**src/rtl/uart_tx_serializer.sv**
```systemverilog
`default_nettype none
// +----------------------------------------------------------------------------+
// | Module     : uart_tx_serializer                                            |
// | Description: UART frame serializer (start, data, optional parity, stop)   |
// |              paced by an external baud_tick enable.                       |
// | Revision   : 1.0  initial release                                         |
// +----------------------------------------------------------------------------+
module uart_tx_serializer #(
  parameter int DATA_WIDTH  = 8,
  parameter int PARITY_MODE = 0,
  parameter int STOP_BITS   = 1,
  parameter int MSB_FIRST   = 0
) (
  input  logic                  tx_clk,
  input  logic                  rst,
  input  logic                  baud_tick,
  input  logic                  tx_valid,
  input  logic [DATA_WIDTH-1:0] tx_data,
  output logic                  tx_ready,
  output logic                  serial_out,
  output logic                  busy,
  output logic                  frame_done
);

  localparam int                CNT_W      = $clog2(DATA_WIDTH + 1);
  localparam logic [CNT_W-1:0]  LAST_BIT   = CNT_W'(DATA_WIDTH);
  localparam logic              HAS_PARITY = (PARITY_MODE != 0);
  localparam logic              ODD_PARITY = (PARITY_MODE == 2);
  localparam logic              LAST_STOP  = (STOP_BITS == 2);

  generate
    if (DATA_WIDTH < 5 || DATA_WIDTH > 9) begin : g_bad_width
      $error("uart_tx_serializer: DATA_WIDTH must be 5..9");
    end
    if (PARITY_MODE < 0 || PARITY_MODE > 2) begin : g_bad_parity
      $error("uart_tx_serializer: PARITY_MODE must be 0, 1 or 2");
    end
    if (STOP_BITS < 1 || STOP_BITS > 2) begin : g_bad_stop
      $error("uart_tx_serializer: STOP_BITS must be 1 or 2");
    end
    if (MSB_FIRST < 0 || MSB_FIRST > 1) begin : g_bad_order
      $error("uart_tx_serializer: MSB_FIRST must be 0 or 1");
    end
  endgenerate

  typedef enum logic [2:0] {
    S_IDLE   = 3'd0,
    S_ARM    = 3'd1,
    S_START  = 3'd2,
    S_DATA   = 3'd3,
    S_PARITY = 3'd4,
    S_STOP   = 3'd5
  } state_t;

  state_t                state_q;
  logic [DATA_WIDTH-1:0] shift_q;
  logic [CNT_W-1:0]      bit_cnt_q;
  logic                  stop_cnt_q;
  logic                  parity_q;
  logic                  serial_q;
  logic                  done_q;

  logic                  parity_d;
  logic                  data_bit_d;
  logic [DATA_WIDTH-1:0] shift_d;

  assign parity_d = (^tx_data) ^ ODD_PARITY;

  // The bit presented next always sits at the outgoing end of the shifter.
  generate
    if (MSB_FIRST != 0) begin : g_msb_first
      assign data_bit_d = shift_q[DATA_WIDTH-1];
      assign shift_d    = {shift_q[DATA_WIDTH-2:0], 1'b0};
    end else begin : g_lsb_first
      assign data_bit_d = shift_q[0];
      assign shift_d    = {1'b0, shift_q[DATA_WIDTH-1:1]};
    end
  endgenerate

  always_ff @(posedge tx_clk or posedge rst) begin
    if (rst) begin
      state_q    <= S_IDLE;
      shift_q    <= '0;
      bit_cnt_q  <= '0;
      stop_cnt_q <= 1'b0;
      parity_q   <= 1'b0;
      serial_q   <= 1'b1;
      done_q     <= 1'b0;
    end else begin
      done_q <= 1'b0;
      case (state_q)
        S_IDLE: begin
          if (tx_valid) begin
            shift_q    <= tx_data;
            parity_q   <= parity_d;
            bit_cnt_q  <= '0;
            stop_cnt_q <= 1'b0;
            state_q    <= S_ARM;
          end
        end
        S_ARM: begin
          if (baud_tick) begin
            serial_q <= 1'b0;
            state_q  <= S_START;
          end
        end
        S_START: begin
          if (baud_tick) begin
            serial_q  <= data_bit_d;
            shift_q   <= shift_d;
            bit_cnt_q <= CNT_W'(1);
            state_q   <= S_DATA;
          end
        end
        S_DATA: begin
          if (baud_tick) begin
            if (bit_cnt_q == LAST_BIT) begin
              if (HAS_PARITY) begin
                serial_q <= parity_q;
                state_q  <= S_PARITY;
              end else begin
                serial_q <= 1'b1;
                state_q  <= S_STOP;
              end
            end else begin
              serial_q  <= data_bit_d;
              shift_q   <= shift_d;
              bit_cnt_q <= bit_cnt_q + 1'b1;
            end
          end
        end
        S_PARITY: begin
          if (baud_tick) begin
            serial_q <= 1'b1;
            state_q  <= S_STOP;
          end
        end
        S_STOP: begin
          if (baud_tick) begin
            if (stop_cnt_q == LAST_STOP) begin
              state_q   <= S_IDLE;
              done_q    <= 1'b1;
              bit_cnt_q <= '0;
            end else begin
              stop_cnt_q <= 1'b1;
            end
          end
        end
        default: begin
          state_q  <= S_IDLE;
          serial_q <= 1'b1;
        end
      endcase
    end
  end

  assign tx_ready   = (state_q == S_IDLE);
  assign busy       = (state_q != S_IDLE);
  assign serial_out = serial_q;
  assign frame_done = done_q;

endmodule
`default_nettype wire

```
**config.mk**
```make
export PLATFORM = sky130hd
export DESIGN_NAME = uart_tx_serializer
export DESIGN_NICKNAME = d
export VERILOG_FILES = /design/src/rtl/uart_tx_serializer.sv
export SDC_FILE = /design/constraint.sdc
export NUM_CORES = 1
export LEC_CHECK = 0
export CAP_MARGIN = 10
export CORE_MARGIN = 1.5
export CORE_UTILIZATION = 45
export DETAILED_ROUTE_END_ITERATION = 12
export PLACE_DENSITY_LB_ADDON = 0.1
export RECOVER_POWER = 50
export SLEW_MARGIN = 0
export SYNTH_ARGS = -nofsm -noshare
export SYNTH_HDL_FRONTEND = slang
export SYNTH_SLANG_ARGS = --single-unit
```
**constraint.sdc**
```tcl
create_clock -name tx_clk -period 1.72 [get_ports tx_clk]
set_clock_uncertainty 0.15 [all_clocks]
set_input_delay 0.344 -clock tx_clk [delete_from_list [all_inputs] [get_ports tx_clk]]
set_output_delay 0.344 -clock tx_clk [all_outputs]
set_load 0.05 [all_outputs]
```
# Word level (Yosys, flattened, before mapping)
# Index checks and enable logic that the tools add are counted.
[totals]
mem_bits_rw = 0
memories = 0
word_cells = 68
latch_bits = 0
rom_bits = 0
ff_bits = 18
[classes]
shifts = 0
n_addsub = 1
div_mod_pow = 0
n_bitwise = 1
n_mux = 34
eq_ne = 15
reduce_logical = 11
order_cmp = 0
multipliers = 0
[op_table]
columns = ["operator", "count"]
rows = [
  ["8-bit two-way mux", 4],
  ["3-bit two-way mux", 8],
  ["4-bit two-way mux", 6],
  ["8-bit case mux with 3 select lines", 1],
  ["2-bit != test (second input constant)", 9],
  ["3-bit case mux with 6 select lines", 1],
  ["4-bit case mux with 4 select lines", 1],
  ["1-bit two-way mux", 11],
  ["5-bit AND reduction", 2],
  ["8-bit AND reduction", 1],
  ["7-bit AND reduction", 1],
  ["3-bit by 2-bit equality test with 1-bit output (second input constant)", 2],
  ["3-bit equality test (second input constant)", 2],
  ["3-bit nonzero test", 2],
  ["1-bit case mux with 5 select lines", 1],
  ["4-bit by 1-bit adder with 4-bit output (second input constant)", 1],
  ["4-bit equality test (second input constant)", 1],
  ["4-bit nonzero test", 1],
  ["3-bit by 1-bit equality test with 1-bit output (second input constant)", 1],
  ["3-bit zero test", 1],
  ["3-bit AND reduction", 1],
  ["1-bit case mux with 2 select lines", 1],
  ["2-bit nonzero test", 1],
  ["2-bit OR reduction", 1],
  ["1-bit inverter", 1],
]

# Logic depth before layout (Yosys ltp)
# Gate-level depths: netlist of run 1.
[depth]
ltp_word = 4
mapped_depth = 6
depth_no_buf = 5

# Least setup slack after synthesis of run 1
# No wires, ideal clock.
[synth_timing]
path_kind = "flip-flop to output port"
from = "register state_q[1]"
to = "output tx_ready"
path_stages_with_launch = 4
slack_ns = -0.315
path_buffers = 1
t_arrival_ns = 1.541
path_cell_list = "dfrtp_1 -> clkbuf_1 -> or3_1 -> inv_1"
[synth_between]
elab_chain_cells = 1
[synth_lines]
columns = ["element", "line_no", "text"]
rows = [
  ["start, declared", "55", "state_t state_q;"],
  ["start signal, assigned", "82", "state_q <= S_IDLE;"],
  ["start signal, assigned", "98", "state_q <= S_ARM;"],
  ["start signal, assigned", "104", "state_q <= S_START;"],
  ["3-bit zero test", "157", "assign tx_ready = (state_q == S_IDLE);"],
  ["end, declared", "19", "output logic tx_ready,"],
]
# Every way passes these cells.

# Final worst setup path of run 1
[layout_timing]
from = "register state_q[2]"
to = "output tx_ready"
# The elaborated chain is that of the path after synthesis.

==> results.yml, run 1 <==
place:
  post-dp-hpwl_um: 1450
  port_buffers: 15
  gp_congestion: 0.772
  post_place_cell_area_mm2: 0.00130
  post-place-ws_ps: -425
global_routing:
  grt_start_max_net_pins: 12
  grt_util_all_layers_pct: 19.8
  grt.overflow.total: 0
  first_global_vias: 831
  grt_pass1_wl_um: 3760
  antenna_found_initial: 0
synthesis:
  synth_fa_ha_area_share_pct: 2.55
  synth_top_cell_by_area: "sky130_fd_sc_hd__dfrtp_1"
  synth_common_cells: "sky130_fd_sc_hd__dfrtp_1, sky130_fd_sc_hd__nand2_1, sky130_fd_sc_hd__mux2_2, sky130_fd_sc_hd__inv_1, sky130_fd_sc_hd__mux2_4"
  synth_top_family_by_area: "multiplexers"
  postSynth.asyncResetShare_pct: 100
  synth_top_cell_area_share_pct: 40.8
  count_of_flip_flops_with_a_built_in_enable_after_synthesis: 0
  synth_seq_area_share_pct: 43.4
  postSynthNetCount: 106
  synth_top_cells_by_area: "sky130_fd_sc_hd__dfrtp_1, sky130_fd_sc_hd__mux2_2, sky130_fd_sc_hd__mux2_4"
  syn_area_per_cell_um2: 10.7
  synth_cell_type_count: 33
  synth-xor-area-share_pct: 0
  synthesis.yosys.warnings: 0
  mappedNetlistArea_um2: 982
  yosys_most_used_dff: "sky130_fd_sc_hd__dfrtp_1"
  synth.mux.area_fraction_pct: 23.7
  synth_simple_gate_area_share_pct: 14.3
  synthesis.instances: 92
  ys_ff_latch: 17
  fraction_of_the_mapped_netlist_area_in_compound_gates_pct: 10.1
  top_count_cell_post_synth: "sky130_fd_sc_hd__dfrtp_1"
floorplan:
  start_util_pct: 49.1
  placeableCoreArea_mm2: 0.00200
  floorplan.die_area_mm2: 0.00247
  ios: 16
  chipHeight_um: 49.7
  fp-row-count: 16
  floorplan_die_width_um: 49.7
critical_path:
  reg2reg_from: "bit_cnt_q[1]$_DFFE_PP0P_"
  setup.worst_path.class: "reg -> out"
  critical-path-max-stage-delay_ps: 400
  critical_path.startpoint_type: "register"
  timing.critical_path.required_ps: 1230
  critical_path_cell_count: 4
  worst_ep_arrival_time_ps: 1430
  cp-startpoint: "state_q[2]$_DFFE_PP0P_"
  worst-path-max-fanout: 6
  worstPathBufferInverterCount: 3
  timing.critical_path.to_type: "primary output"
  reg2regPathDepth: 5
  crit_chain: "buf_6 > or3_4 > clkinvlp_4 > buf_12"
  critical-path-top-delay-family: "flip-flops"
  crit_path_top_delay_cell: "sky130_fd_sc_hd__dfrtp_1"
cts:
  clock_tree.buffer_depth: 2
  clkSlewWorstSetupHoldPaths_ps: 100
  tritoncts: "yes"
  clock_latency_ps: 280
  cts_buffers: 3
  clk_root_buffer_cell: "sky130_fd_sc_hd__clkbuf_4"
  cts.sink_count: 17
  clock_tree.htree_level_count: 1
timing:
  final_hold_vios: 0
  timing.max_slew.rel_slack_pct: 62.3
  finalMaxSlewViolations: 0
  worst_hold_slack_ps: 288
  fin_crit_ps: 1920
  max_freq_mhz: 520
  fin_crit_sh_pct: 112
  worst_slack_ps: -205
  unrepaired_setup_endpoints_after_global_routing: "yes"
  timing.final.setup_violations: 5
  worst_slew_pin_slew_ps: 566
final_layout:
  layout-drive-gt1-share_pct: 39.7
  postLayoutCoreUtil_pct: 68.9
  diodes: 0
  layout_area_overhead_pct: 40.4
  num-nets-final: 141
  finalInstanceArea_mm2: 0.00138
routing:
  drcViolationCount: 0
  ant_nets: 0
  route.detailed.wl_per_inst_um: 14.5
  detail_route.iter0.violations: 5
  vias_per_cell: 5.30
  via_count: 811
  drt_first_pass_iters: 4
  wire_length_after_detailed_routing_um: 2220
power_and_ir_drop:
  p_leak_nw: 0.661
  power_mw: 2.53
  irDropWorstVdd_mv: 0.997
  power.density_mw_per_mm2: 1830
hold_path:
  hold_class: "in -> async"
outcome:
  violations: "setup timing"
  run_status: "complete, but fails checks"
flow_run:
  maxCapViolCount: 0
kinds of logic after synthesis:
family	after synthesis
AO/OA/AOI/OAI	14
adder cells (fa/ha/maj)	2
buffers and inverters	13
flip-flops	17
AND/OR/NAND/NOR	27
multiplexers	19
metal layers:
metal / global-route usage [%] / vias up / part of all wire [%]
met5: 0 / - / 0
met4: 5.56 / 0 / 0.54
met3: 3.33 / 4 / 3.5
met2: 32.7 / 17 / 48
met1: 26.6 / 394 / 48
li1: - / 396 / -
sequential cells by signal, indices dropped and copies added (netlist names):
register / count
serial_out: 1
frame_done: 1
bit_cnt_q: 4
state_q: 3
shift_q: 8
layout by cell type (no fill, tap or decap), types with 2 or more instances in the layout:
cell	count
sky130_fd_sc_hd__clkdlybuf4s50_1	9
sky130_fd_sc_hd__clkbuf_1	2
sky130_fd_sc_hd__o21ai_0	2
sky130_fd_sc_hd__a32o_2	2
sky130_fd_sc_hd__a21oi_1	2
sky130_fd_sc_hd__mux2_4	7
sky130_fd_sc_hd__nor2b_1	4
sky130_fd_sc_hd__mux2i_1	2
sky130_fd_sc_hd__nand2_1	10
sky130_fd_sc_hd__inv_1	6
sky130_fd_sc_hd__nor2_1	3
sky130_fd_sc_hd__clkbuf_4	3
sky130_fd_sc_hd__nand3_1	3
sky130_fd_sc_hd__buf_6	2
sky130_fd_sc_hd__o22ai_1	2
sky130_fd_sc_hd__buf_4	18
sky130_fd_sc_hd__dfrtp_1	16
sky130_fd_sc_hd__buf_12	3
sky130_fd_sc_hd__mux2_2	9
cell type report:
class / instances / area (um2)
Multi-Input combinational cell: 63 / 532
Timing Repair Buffer: 35 / 330
Tap cell: 27 / 33.8
Sequential cell: 17 / 427
Inverter: 7 / 30.0
Clock buffer: 4 / 26.3
Fill cell: 162 / 623
where the power goes:
part / switching, mW / total (mW) / internal (mW)
registers: 0.112 / 0.703 / 0.591
clock network: 0.123 / 0.213 / 0.0900
logic: 0.693 / 1.61 / 0.918
final timing paths:
kind / end / slack [ps]
worst max-delay path: tx_ready / -200
max in group asynchronous: shift_q[5]$_DFFE_PP0P_ / 330
min in group tx_clk: shift_q[6]$_DFFE_PP0P_ / 380
worst max register to register: shift_q[5]$_DFFE_PP0P_ / -10
worst min register to register: shift_q[6]$_DFFE_PP0P_ / 380
worst min-delay path: bit_cnt_q[0]$_DFFE_PP0P_ / 290
worst register-to-register path: cells and delay by family (launching register included):
family | cells | cell delay [ps]
AO/OA/AOI/OAI | 1 | 370
adder cells (fa/ha/maj) | 1 | 190
buffers and inverters | 1 | 70
flip-flops | 1 | 390
multiplexers | 1 | 310
AND/OR/NAND/NOR | 1 | 140
through the flow:
step / instances / TNS (ps)
floorplan: 92 / -30.0
global placement: 144 / -4470
detailed placement: 144 / -4650
CTS: 151 / -398
global route: 153 / -1030
finish: 153 / -415
what timing repair did:
action                     in CTS  in global routing
pin swaps                       1                  4
resized for setup               7                  3
setup endpoints to repair      14                 13
setup buffers                   4                  2
cloned                          1                  0
hold endpoints to repair        0                  0
hold buffers                    0                  0
(Power assumes the default switching activity.)
==> run 2, diff against run 1 <==
- RECOVER_POWER: 50 -> 25
==> run 2 against run 1 <==
Compared with the run above: the run still ends with setup timing left; setup slack about the same; combinational power hardly changed; hold slack improved by 1.4 ps; wire length rose by 0.41%; critical path depth did not move; power hardly changed; first-iteration DRC count is the same; die area unchanged; final cell count did not move; register-to-register slack barely moved; design area up 0.27%; via count down 0.12%; largest cell class unchanged; highest routed layer unchanged.
==> results.yml, run 2 (synthesis results as in run 1) <==
timing:
  fin_crit_ps: 1920
  timing.final.setup_violations: 8
  worst_slew_pin_slew_ps: 340
  worst_slack_ps: -205
  final_hold_vios: 0
  unrepaired_setup_endpoints_after_global_routing: "yes"
  finalMaxSlewViolations: 0
  worst_hold_slack_ps: 289
  max_freq_mhz: 520
  timing.max_slew.rel_slack_pct: 77.3
  fin_crit_sh_pct: 112
cts:
  tritoncts: "yes"
  cts.sink_count: 17
  cts_buffers: 3
  clk_root_buffer_cell: "sky130_fd_sc_hd__clkbuf_4"
  clock_latency_ps: 280
  cts-hold-fix-buffers: 0
  clock_tree.buffer_depth: 2
  clkSlewWorstSetupHoldPaths_ps: 100
  clock_tree.htree_level_count: 1
routing:
  vias_per_cell: 5.29
  ant_nets: 0
  route.detailed.wl_per_inst_um: 14.5
  drt_first_pass_iters: 4
  wire_length_after_detailed_routing_um: 2230
  via_count: 810
  detail_route.iter0.violations: 5
  drcViolationCount: 0
place:
  gp_congestion: 0.772
  dp_cells: 144
  post-place-ws_ps: -425
  port_buffers: 15
  post-dp-hpwl_um: 1450
  post_place_cell_area_mm2: 0.00130
floorplan:
  floorplan_die_width_um: 49.7
  floorplan.die_area_mm2: 0.00247
  chipHeight_um: 49.7
  ios: 16
  placeableCoreArea_mm2: 0.00200
  start_util_pct: 49.1
  fp-row-count: 16
global_routing:
  grt.overflow.total: 0
  first_global_vias: 831
  grt_pass1_wl_um: 3760
  antenna_found_initial: 0
  grt_start_max_net_pins: 12
  grt_util_all_layers_pct: 19.8
critical_path:
  worstPathBufferInverterCount: 3
  crit_chain: "buf_6 > or3_4 > clkinvlp_4 > buf_12"
  timing.critical_path.required_ps: 1230
  worst-path-max-fanout: 6
  critical_path.startpoint_type: "register"
  reg2reg_setup_slack_ps: -10
  timing.critical_path.to_type: "primary output"
  critical-path-max-stage-delay_ps: 400
  crit_path_top_delay_cell: "sky130_fd_sc_hd__dfrtp_1"
  setup.worst_path.class: "reg -> out"
  critical-path-top-delay-family: "flip-flops"
  worst_ep_arrival_time_ps: 1430
final_layout:
  layout-drive-gt1-share_pct: 40.5
  largest_register_ffs: 8
  diodes: 0
  layout_area_overhead_pct: 40.8
  postLayoutCoreUtil_pct: 69.1
  num-nets-final: 141
  layout.cells.most_common: "sky130_fd_sc_hd__buf_4"
  reg.largest.list: "shift_q (8), bit_cnt_q (4), state_q (3)"
  finalInstanceArea_mm2: 0.00138
  leading_cell_types_in_the_layout_fill_and_taps_excluded: "sky130_fd_sc_hd__buf_4, sky130_fd_sc_hd__dfrtp_1, sky130_fd_sc_hd__nand2_1"
  top_register_by_number_of_flip_flops: "shift_q"
  stdcell_count: 153
outcome:
  violations: "setup timing"
  run_status: "complete, but fails checks"
power_and_ir_drop:
  power.density_mw_per_mm2: 1830
  irDropWorstVdd_mv: 0.997
  p_leak_nw: 0.665
hold_path:
  hold_class: "in -> async"
flow_run:
  maxCapViolCount: 0
==> run 2: cell count changes in the layout (fill, tap and decap cells not counted) <==
| cell | delta |
|---|---|
| sky130_fd_sc_hd__clkbuf_1 | -1 |
| sky130_fd_sc_hd__buf_4 | +1 |
==> run 2: layer usage <==
layer	share of wire (%)	wire length, um	vias up	global-route usage (%)
met1	49	1080	393	26.6
met3	3.5	77	4	3.33
li1	-	-	396	-
met2	47	1050	17	32.7
met4	0.54	12	0	5.56
met5	0	0	-	0
==> run 2: cell type report <==
class / count / area (um2)
fill: 163 / 619
multi-input combinational: 63 / 532
sequential: 17 / 427
timing repair buffer: 35 / 334
tap: 27 / 33.8
inverter: 7 / 30.0
clock buffer: 4 / 26.3
==> run 2: worst paths after layout <==
path	startpoint	end	cells after the start
max in group asynchronous	rst	shift_q[5]$_DFFE_PP0P_	3
min in group tx_clk	shift_q[6]$_DFFE_PP0P_	shift_q[6]$_DFFE_PP0P_	1
setup reg to reg	bit_cnt_q[1]$_DFFE_PP0P_	shift_q[5]$_DFFE_PP0P_	5
hold / removal	rst	bit_cnt_q[0]$_DFFE_PP0P_	2
setup / recovery	state_q[2]$_DFFE_PP0P_	tx_ready	4
hold reg to reg	shift_q[6]$_DFFE_PP0P_	shift_q[6]$_DFFE_PP0P_	1
==> run 2: stage by stage <==
stage	power (mW)	TNS, ps
3_3_place_gp	2.13	-4470
5_1_grt	2.70	-1030
2_1_floorplan	1.69	-30.0
4_1_cts	2.45	-398
6_report	2.53	-422
3_5_place_dp	2.18	-4650
==> run 2: timing repair <==
item                                    in CTS  in global routing
gates cloned                                 1                  0
gates resized for setup                      7                  3
endpoints found under the setup margin      14                 13
endpoints found under the hold margin        0                  0
buffers inserted                             4                  2
pin swaps                                    1                  4
==> run 2: report_power, final <==
part | switching (mW) | internal, mW
logic | 0.694 | 0.919
registers | 0.112 | 0.591
clock network | 0.123 | 0.0900
